[src/rtl/fwd_pipe_pkg.sv]
// Shared layout of the packed pipeline entry used by fwd_stage and fwd_pipe.
// Bit order, LSB first: valid, wen, rdy, addr[ADDR_W], data[DATA_W].
package fwd_pipe_pkg;

  localparam int unsigned OFF_VALID = 0;
  localparam int unsigned OFF_WEN   = 1;
  localparam int unsigned OFF_RDY   = 2;
  localparam int unsigned OFF_ADDR  = 3;
  localparam int unsigned FLAG_W    = 3;

  // Total width of one packed entry.
  function automatic int unsigned entry_w(input int unsigned addr_w, input int unsigned data_w);
    return FLAG_W + addr_w + data_w;
  endfunction

  // Bit offset of the data field, which sits directly above the address.
  function automatic int unsigned off_data(input int unsigned addr_w);
    return OFF_ADDR + addr_w;
  endfunction

endpackage

[src/rtl/fwd_stage.sv]
// One pipeline entry register with rst > flush > enable priority.
// When IS_LD is set, a not-ready record is completed from ld_data_i on its
// output side, so the successor stage captures the merged value.
module fwd_stage
  import fwd_pipe_pkg::*;
#(
  parameter int DATA_W = 32,
  parameter int ADDR_W = 5,
  parameter bit IS_LD  = 1'b0
) (
  input  logic                                    clk,
  input  logic                                    rst,
  input  logic                                    en_i,
  input  logic                                    flush_i,
  input  logic [entry_w(ADDR_W, DATA_W)-1:0]      entry_i,
  input  logic [DATA_W-1:0]                       ld_data_i,
  output logic [entry_w(ADDR_W, DATA_W)-1:0]      eff_o
);

  localparam int EW   = entry_w(ADDR_W, DATA_W);
  localparam int DOFF = off_data(ADDR_W);

  logic [EW-1:0] entry_q;
  logic [EW-1:0] entry_d;

  // Next-state selection: a flush inserts an all-zero bubble and beats enable.
  always_comb begin
    entry_d = entry_q;
    if (flush_i) begin
      entry_d = '0;
    end else if (en_i) begin
      entry_d = entry_i;
    end
  end

  // Entry register with synchronous reset.
  always_ff @(posedge clk) begin
    if (rst) begin
      entry_q <= '0;
    end else begin
      entry_q <= entry_d;
    end
  end

  generate
    if (IS_LD) begin : g_ld
      // Late-data merge: a load picks up ld_data_i here and is ready from now on.
      always_comb begin
        eff_o = entry_q;
        if (!entry_q[OFF_RDY]) begin
          eff_o[DOFF +: DATA_W] = ld_data_i;
        end
        eff_o[OFF_RDY] = 1'b1;
      end
    end else begin : g_plain
      logic unused_ld;
      assign unused_ld = ^ld_data_i;
      assign eff_o     = entry_q;
    end
  endgenerate

endmodule

[src/rtl/fwd_pipe.sv]
// Writeback-tracking pipeline with operand forwarding and load-use stall
// detection. Stage 0 is the youngest record, stage DEPTH-1 drives the
// register-file write port. Read ports take the youngest live matching record.
module fwd_pipe
  import fwd_pipe_pkg::*;
#(
  parameter int DATA_W   = 32,
  parameter int ADDR_W   = 5,
  parameter int DEPTH    = 3,
  parameter int NRD      = 2,
  parameter int LD_STAGE = 1
) (
  input  logic                    clk,
  input  logic                    rst,
  input  logic                    in_valid,
  input  logic                    in_wen,
  input  logic [ADDR_W-1:0]       in_addr,
  input  logic [DATA_W-1:0]       in_data,
  input  logic                    in_rdy,
  input  logic [DEPTH-1:0]        stage_en,
  input  logic [DEPTH-1:0]        stage_flush,
  input  logic [DATA_W-1:0]       ld_data,
  input  logic [NRD*ADDR_W-1:0]   rd_addr,
  input  logic [NRD*DATA_W-1:0]   rd_reg_data,
  output logic [NRD*DATA_W-1:0]   rd_data,
  output logic [NRD-1:0]          rd_stall,
  output logic                    stall_any,
  output logic                    wb_wen,
  output logic [ADDR_W-1:0]       wb_addr,
  output logic [DATA_W-1:0]       wb_data
);

  localparam int EW   = entry_w(ADDR_W, DATA_W);
  localparam int DOFF = off_data(ADDR_W);

  logic [EW-1:0]          in_entry;
  logic [EW-1:0]          stage_eff [DEPTH];
  logic [DEPTH-1:0]       live;
  logic [NRD*DEPTH-1:0]   hit;

  assign in_entry = {in_data, in_addr, in_rdy, in_wen, in_valid};

  genvar gi, gp;

  // Stage chain: stage 0 loads the new record, stage k loads stage k-1's
  // effective (possibly late-data-merged) value.
  generate
    for (gi = 0; gi < DEPTH; gi++) begin : g_stage
      logic [EW-1:0] prev_entry;
      if (gi == 0) begin : g_first
        assign prev_entry = in_entry;
      end else begin : g_next
        assign prev_entry = stage_eff[gi-1];
      end

      fwd_stage #(
        .DATA_W (DATA_W),
        .ADDR_W (ADDR_W),
        .IS_LD  (gi == LD_STAGE)
      ) u_stage (
        .clk       (clk),
        .rst       (rst),
        .en_i      (stage_en[gi]),
        .flush_i   (stage_flush[gi]),
        .entry_i   (prev_entry),
        .ld_data_i (ld_data),
        .eff_o     (stage_eff[gi])
      );

      // Writes to r0 never forward, so they are not live.
      assign live[gi] = stage_eff[gi][OFF_VALID] & stage_eff[gi][OFF_WEN] &
                        (stage_eff[gi][OFF_ADDR +: ADDR_W] != '0);
    end
  endgenerate

  // Per-port priority search: match every stage, then let the youngest win.
  generate
    for (gp = 0; gp < NRD; gp++) begin : g_port
      logic [ADDR_W-1:0] port_addr;
      logic [DATA_W-1:0] port_reg;
      logic [DATA_W-1:0] fwd_data;
      logic              fwd_stall;

      assign port_addr = rd_addr[gp*ADDR_W +: ADDR_W];
      assign port_reg  = rd_reg_data[gp*DATA_W +: DATA_W];

      for (gi = 0; gi < DEPTH; gi++) begin : g_match
        assign hit[gp*DEPTH + gi] = live[gi] &
                                    (stage_eff[gi][OFF_ADDR +: ADDR_W] == port_addr);
      end

      // Walk oldest to youngest so the lowest-index hit overrides the rest.
      always_comb begin
        fwd_data  = port_reg;
        fwd_stall = 1'b0;
        for (int k = DEPTH - 1; k >= 0; k--) begin
          if (hit[gp*DEPTH + k]) begin
            if (stage_eff[k][OFF_RDY]) begin
              fwd_data  = stage_eff[k][DOFF +: DATA_W];
              fwd_stall = 1'b0;
            end else begin
              fwd_data  = port_reg;
              fwd_stall = 1'b1;
            end
          end
        end
      end

      assign rd_data[gp*DATA_W +: DATA_W] = fwd_data;
      assign rd_stall[gp]                 = fwd_stall;
    end
  endgenerate

  assign stall_any = |rd_stall;

  // Register-file write port; r0 writes are passed through and ignored there.
  assign wb_wen  = stage_eff[DEPTH-1][OFF_VALID] & stage_eff[DEPTH-1][OFF_WEN];
  assign wb_addr = stage_eff[DEPTH-1][OFF_ADDR +: ADDR_W];
  assign wb_data = stage_eff[DEPTH-1][DOFF +: DATA_W];

endmodule

[config.mk]
export PLATFORM = sky130hd
export DESIGN_NAME = fwd_pipe
export DESIGN_NICKNAME = d
export VERILOG_FILES = /design/src/rtl/fwd_pipe_pkg.sv /design/src/rtl/fwd_stage.sv /design/src/rtl/fwd_pipe.sv
export SDC_FILE = /design/constraint.sdc
export NUM_CORES = 1
export LEC_CHECK = 0
export BUFFER_PORTS_ARGS = -buffer_cell sky130_fd_sc_hd__buf_2
export CORE_AREA = 2 2 201 154
export CTS_CLUSTER_DIAMETER = 100
export DETAILED_ROUTE_END_ITERATION = 10
export DIE_AREA = 0 0 203 156
export GPL_TIMING_DRIVEN = 0
export PLACE_DENSITY = 0.55
export SLEW_MARGIN = 20
export SYNTH_ARGS = -nofsm -noshare
export SYNTH_HDL_FRONTEND = slang
export SYNTH_SLANG_ARGS = --single-unit
[constraint.sdc]
create_clock -name clk -period 3.5 [get_ports clk]
set_clock_uncertainty 0.1 [all_clocks]
set_input_delay 0.875 -clock clk [delete_from_list [all_inputs] [get_ports clk]]
set_output_delay 0.875 -clock clk [all_outputs]
set_load 0.01 [all_outputs]
Word level (Yosys, flattened, before mapping)
Index checks and enable logic that the tools add are counted.
{"block": "word_totals", "latchBits": 0, "rom_bits": 0, "word_cells": 47, "n_memories": 0, "output_inout_bits": 105, "inputBits": 154, "ram_bits": 0, "register_bits": 120}
{"block": "classes", "multipliers": 0, "eq_ne": 6, "shift": 0, "n_div": 0, "mux": 19, "bitwise_logic": 12, "reduce_logical": 7, "n_lt_le_gt_ge": 0, "add_sub_neg": 0}
{"cell": "32-bit 2-to-1 mux", "n": 11}
{"cell": "5-bit == test", "n": 6}
{"cell": "5-bit nonzero test", "n": 3}
{"cell": "1-bit AND", "n": 12}
{"cell": "1-bit 2-to-1 mux", "n": 8}
{"cell": "2-bit OR reduction", "n": 4}

Logic depth before layout (Yosys ltp)
{"block": "depth", "word_depth": 7, "depth_mapped": 8, "mapped_depth_nobuf": 5}

Modules after synthesis
From an unflattened synthesis, not the netlist that was laid out.
{"block": "unflattened", "hier_cells": 852, "hier_area_um2": 8904.8}
{"mod": "fwd_pipe", "instances": 1, "cells_per_inst": 414, "area_per_inst_um2": 3992.6, "seq_area_each_um2": 0.0}
{"mod": "fwd_stage at g_stage[0].u_stage ...", "instances": 2, "cells_per_inst": 131, "area_per_inst_um2": 1442.6, "seq_area_each_um2": 800.8}
{"mod": "fwd_stage at g_stage[1].u_stage", "instances": 1, "cells_per_inst": 176, "area_per_inst_um2": 2026.9, "seq_area_each_um2": 800.8}

Least setup slack after synthesis
OpenSTA, ideal clock, no wires.
{"block": "synth_path", "path_type": "in2out", "start": "input port rd_addr[0]", "end": "output port rd_data[0]", "n_path_buf": 3, "arrival_time_ns": 2.337, "setup_slack_ns": 0.188, "path_stages": 8, "t_required_ns": 2.525, "cell_sequence": "xnor2_1 -> nand3_1 -> or4_1 -> buf_2 -> and2_4 -> buf_6 -> buf_6 -> a211oi_2"}
{"block": "synth_via", "elab_chain_len": 5, "word_cells_on_any_way": 9, "cone_classes": "3 x eq/ne; 3 x mux; 3 x bitwise"}
{"element": "from (decl)", "line_no": "fwd_pipe.sv:23", "text": "input logic [NRD*ADDR_W-1:0] rd_addr,"}
{"element": "5-bit == test", "line_no": "fwd_pipe.sv:89", "text": "(stage_eff[gi][OFF_ADDR +: ADDR_W] == port_addr);"}
{"element": "1-bit AND", "line_no": "fwd_pipe.sv:88", "text": "assign hit[gp*DEPTH + gi] = live[gi] &"}
{"element": "32-bit 2-to-1 mux (2 in series)", "line_no": "fwd_pipe.sv:97", "text": "if (hit[gp*DEPTH + k]) begin"}
{"element": "32-bit 2-to-1 mux (*)", "line_no": "fwd_pipe.sv:97"}
{"element": "to (decl)", "line_no": "fwd_pipe.sv:25", "text": "output logic [NRD*DATA_W-1:0] rd_data,"}
Every way passes the cells marked *; elsewhere a longest branch is shown, timed or not.

Worst setup path in the final report
{"block": "layout_path", "start": "input port rd_addr[9]", "end": "output port rd_data[55]"}
Same word-level chain as after synthesis.

==> results by group <==
Outcome
  – Status: complete, but fails checks
  – Failing checks: negative setup slack

Worst setup path
  – CP startpoint: rd_addr[9]
  – Crit path capture type: output port
  – CP max-delay cell: or4_1
  – Startpoint Class: input port
  – Cell family with most CP delay: buffers and inverters
  – R2R Path Start: g_stage[1].u_stage.entry_q[2]
  – CP peak stage delay: just under 0.5 ns
  – Number of cells on the critical path: 9
  – CP most frequent cell: buf_2
  – Critical setup path kind: input port to output port
  – Crit path cell chain: buf_2 -> xnor2_1 -> nand2_1 -> or4_1 -> buf_4 -> buf_6 -> a221oi_4 -> o22ai_2 -> buf_2
  – FF-to-FF End: g_stage[2].u_stage.eff_o[16]
  – Req. time, crit path: 2.52 ns
  – FF-to-FF path depth: 5
  – WP buf/inv: 4
  – Crit path max fanout: 10
  – Crit path to: rd_data[55]
  – Setup slack, reg-to-reg: 1.52 ns
  – Arrival time at the worst endpoint: 2.71 ns

Floorplanning
  – Die height: 156 um
  – Core area: 29,660 um2
  – IO Pins: 259
  – Die Span X: 203 um
  – DIE AREA: ~32,000 um2
  – Starting Density: 0.2762
  – # rows: 55

STA
  – RSZ-0062 raised after global routing: true
  – Worst-margin pin slew: 1.049 ns
  – Fin crit period: 3.685 ns
  – Period utilisation layout: 1.053
  – Setup ws final: -0.1854 ns
  – Final hold violation count: 0
  – Slew margin rel.: 0.3004
  – Final setup violation count: 66
  – Fin Hold WS: 0.3933 ns
  – Fmax: 271.3 MHz
  – Final Max Slew Viols: 0

Synth
  – Simple-gate share of the synthesized area: 0.1602
  – Cell variety after synth: 34
  – Synth Area in XOR/XNOR: 0.03208
  – Mux share of post-synthesis cell area: 0.2676
  – Async S/R FF share, synth: 0
  – Complex-gate fraction of the synthesized area: 0.1605
  – Syn Area/Cell: 8.632 um2
  – Synth Area in Adders: 0
  – Top area cells in the synthesized netlist: dfxtp_1 (29%), mux2i_1 (22%), nor2_1 (5.6%)
  – Seq cells post-synth: 120
  – Mapped cell area: 8192 um2
  – Syn nets: 1,103
  – Largest area contributor in the netlist: dfxtp_1
  – Top cell type's share of synthesized area: 0.2933
  – Main synth FF type: dfxtp_1
  – Syn. warnings: 0
  – Register area share after synthesis: 0.2933
  – Main combinational cell family by area after synthesis: multiplexers
  – Synthesized instance count: ~950
  – EDFF count, synth: 0

Power
  – Net switching power figure: 1.116 mW
  – Seq pwr share: 0.349
  – Power share of the clock group: 0.485
  – P_int: between 2 and 3 mW
  – Combinational power share: 0.166
  – Pwr dens: approximately 320 nW/um2
  – Sw Share: 0.2717
  – Peak ir drop on the vdd network: 0.0003219 V
  – LEAKAGE: 5.217 nW
  – Tot Pwr: between 4 and 5 mW

Placed design
  – Port Buffers: 255
  – Post-DP HPWL: 26,620 um
  – Gp weighted congestion: 0.8565
  – Setup WS pre-CTS: -0.6662 ns

Clock tree
  – Worst-Skew Late Latency: ~0.44 ns
  – CTS tree: done
  – Reg clk slew, reported paths: ~0.06 ns
  – Hold-fix buffers at CTS: 0
  – Clock Tree Buf Depth: 2
  – Number of buffers created by CTS: 17
  – Clock sinks: 120
  – Htree depth: 4
  – Root Driver: clkbuf_16

Routing
  – Vias per std cell: 5.192
  – Initial detailed-routing violation count: 521
  – Antenna-violating nets left: 0
  – DRC: 0
  – Wire per inst: 23.10 um
  – Routed WL: 38,900 um
  – First-pass iteration count of the detailed router: 4
  – Vias: 8,743

Layout
  – Most frequent cells in the layout: buf_2 (250), mux2i_1 (175), nor2_1 (121)
  – FILL cells: 2,942
  – Share of cells above drive strength 1: 0.4969
  – Leading cell type in the layout, fill and taps excluded: buf_2
  – Nets: 1,425
  – Area growth, synth to finish: 54.91%

Worst hold path
  – Hold depth: 2
  – Min-Delay Path Class: flip-flop to flip-flop

Global routing
  – Gr usage total: 0.2378
  – Vias in the first global route: 8,741
  – Pin count of the biggest net entering global routing: 17
  – First-pass GRT wire length: approximately 56,000 um
  – Antenna violations before repair: 1
  – Total gr overflow: 0

Run
  – Max Cap Viol: 0
-- worst min-delay path, cell delays in order, from the launching register on --
cell and delay [ns]:
dfxtp_1 0.32, mux2i_1 0.06, nor2_1 0.07
-- power groups by stage --
stage	clock network [mW]	registers, mW	logic, mW
floorplan	0	1.45	0.340
global placement	0	1.46	0.582
detailed placement	0	1.47	0.587
CTS	2.01	1.43	0.647
global route	2.07	1.44	0.727
finish	1.99	1.43	0.682
-- through the flow --
step,utilization,cell area [um2],instances,TNS (ns)
final,0.4278,12690,1684,-8.606
after global routing,0.4278,12690,1683,-12.28
after CTS,0.4094,12140,1669,-7.466
after detailed placement,0.3363,9973,1603,-34.78
after global placement,0.3360,9967,1603,-44.40
after floorplan,-,8192,949,0
-- area by class of cell --
class	instances	area, um2	share of cell area
Buffer	127	1030	0.08115
Sequential cell	120	2437	0.1921
Timing Repair Buffer	307	1968	0.1551
Clock inverter	10	165.2	0.01302
Inverter	2	7.507	0.0005916
Tap cell	399	499.2	0.03934
Antenna cell	1	2.502	0.0001972
Clock buffer	22	484.2	0.03816
Multi-Input combinational cell	696	6096	0.4804
-- cells in the mapped netlist (all sizes together), types with 5 or more instances --
cell type and number:
mux2i 183, nor2 123, dfxtp 120, clkbuf 67, nor3 67, buf 65, a211oi 64, nand2 42
o22ai 33, a221oi 32, mux2 32, nor2b 32, o21ai 32, xnor2 26, or4 6, nand3 5
-- worst min path at each step --
stage	startpoint	to
5_1_grt	g_stage[1].u_stage.entry_q[11]	g_stage[1].u_stage.entry_q[11]
3_3_place_gp	g_stage[1].u_stage.entry_q[22]	g_stage[1].u_stage.entry_q[22]
2_1_floorplan	g_stage[1].u_stage.entry_q[10]	g_stage[1].u_stage.entry_q[10]
6_report	g_stage[1].u_stage.entry_q[15]	g_stage[1].u_stage.entry_q[15]
4_1_cts	g_stage[1].u_stage.entry_q[30]	g_stage[1].u_stage.entry_q[30]
3_5_place_dp	g_stage[1].u_stage.entry_q[16]	g_stage[1].u_stage.entry_q[16]
-- kinds of logic (layout without fill, tap and decap cells) --
kind of cell              count (synthesis)  count (layout)
AOI/OAI and AO/OA                       165             165
xor gates and xnor gates                 30              30
buffers and inverters                   134             468
DFF                                     120             120
muxes                                   215             215
other                                     0               1
and+or+nand+nor                         285             286
-- per-layer routing --
metal  part of all wire  vias to the layer above  GRT usage  wire [um]
met4              0.018                        0    0.07473        709
met2               0.45                      358     0.3717      17580
met3              0.063                       45    0.04490       2446
met1               0.47                     4273     0.3300      18170
li1                   -                     4067          -          -
met5                  0                        -          0          0
-- sequential cells by signal, summed over array words and instances, names as in the netlist --
signal / cells
g_stage.u_stage.eff_o: 80
g_stage.u_stage.entry_q: 40
-- repair_timing --
item	CTS	global route
gates resized for setup	286	67
setup buffers	28	16
setup endpoints to repair	67	67
gates cloned	10	2
pin swaps	59	39
(Power assumes the default switching activity.)
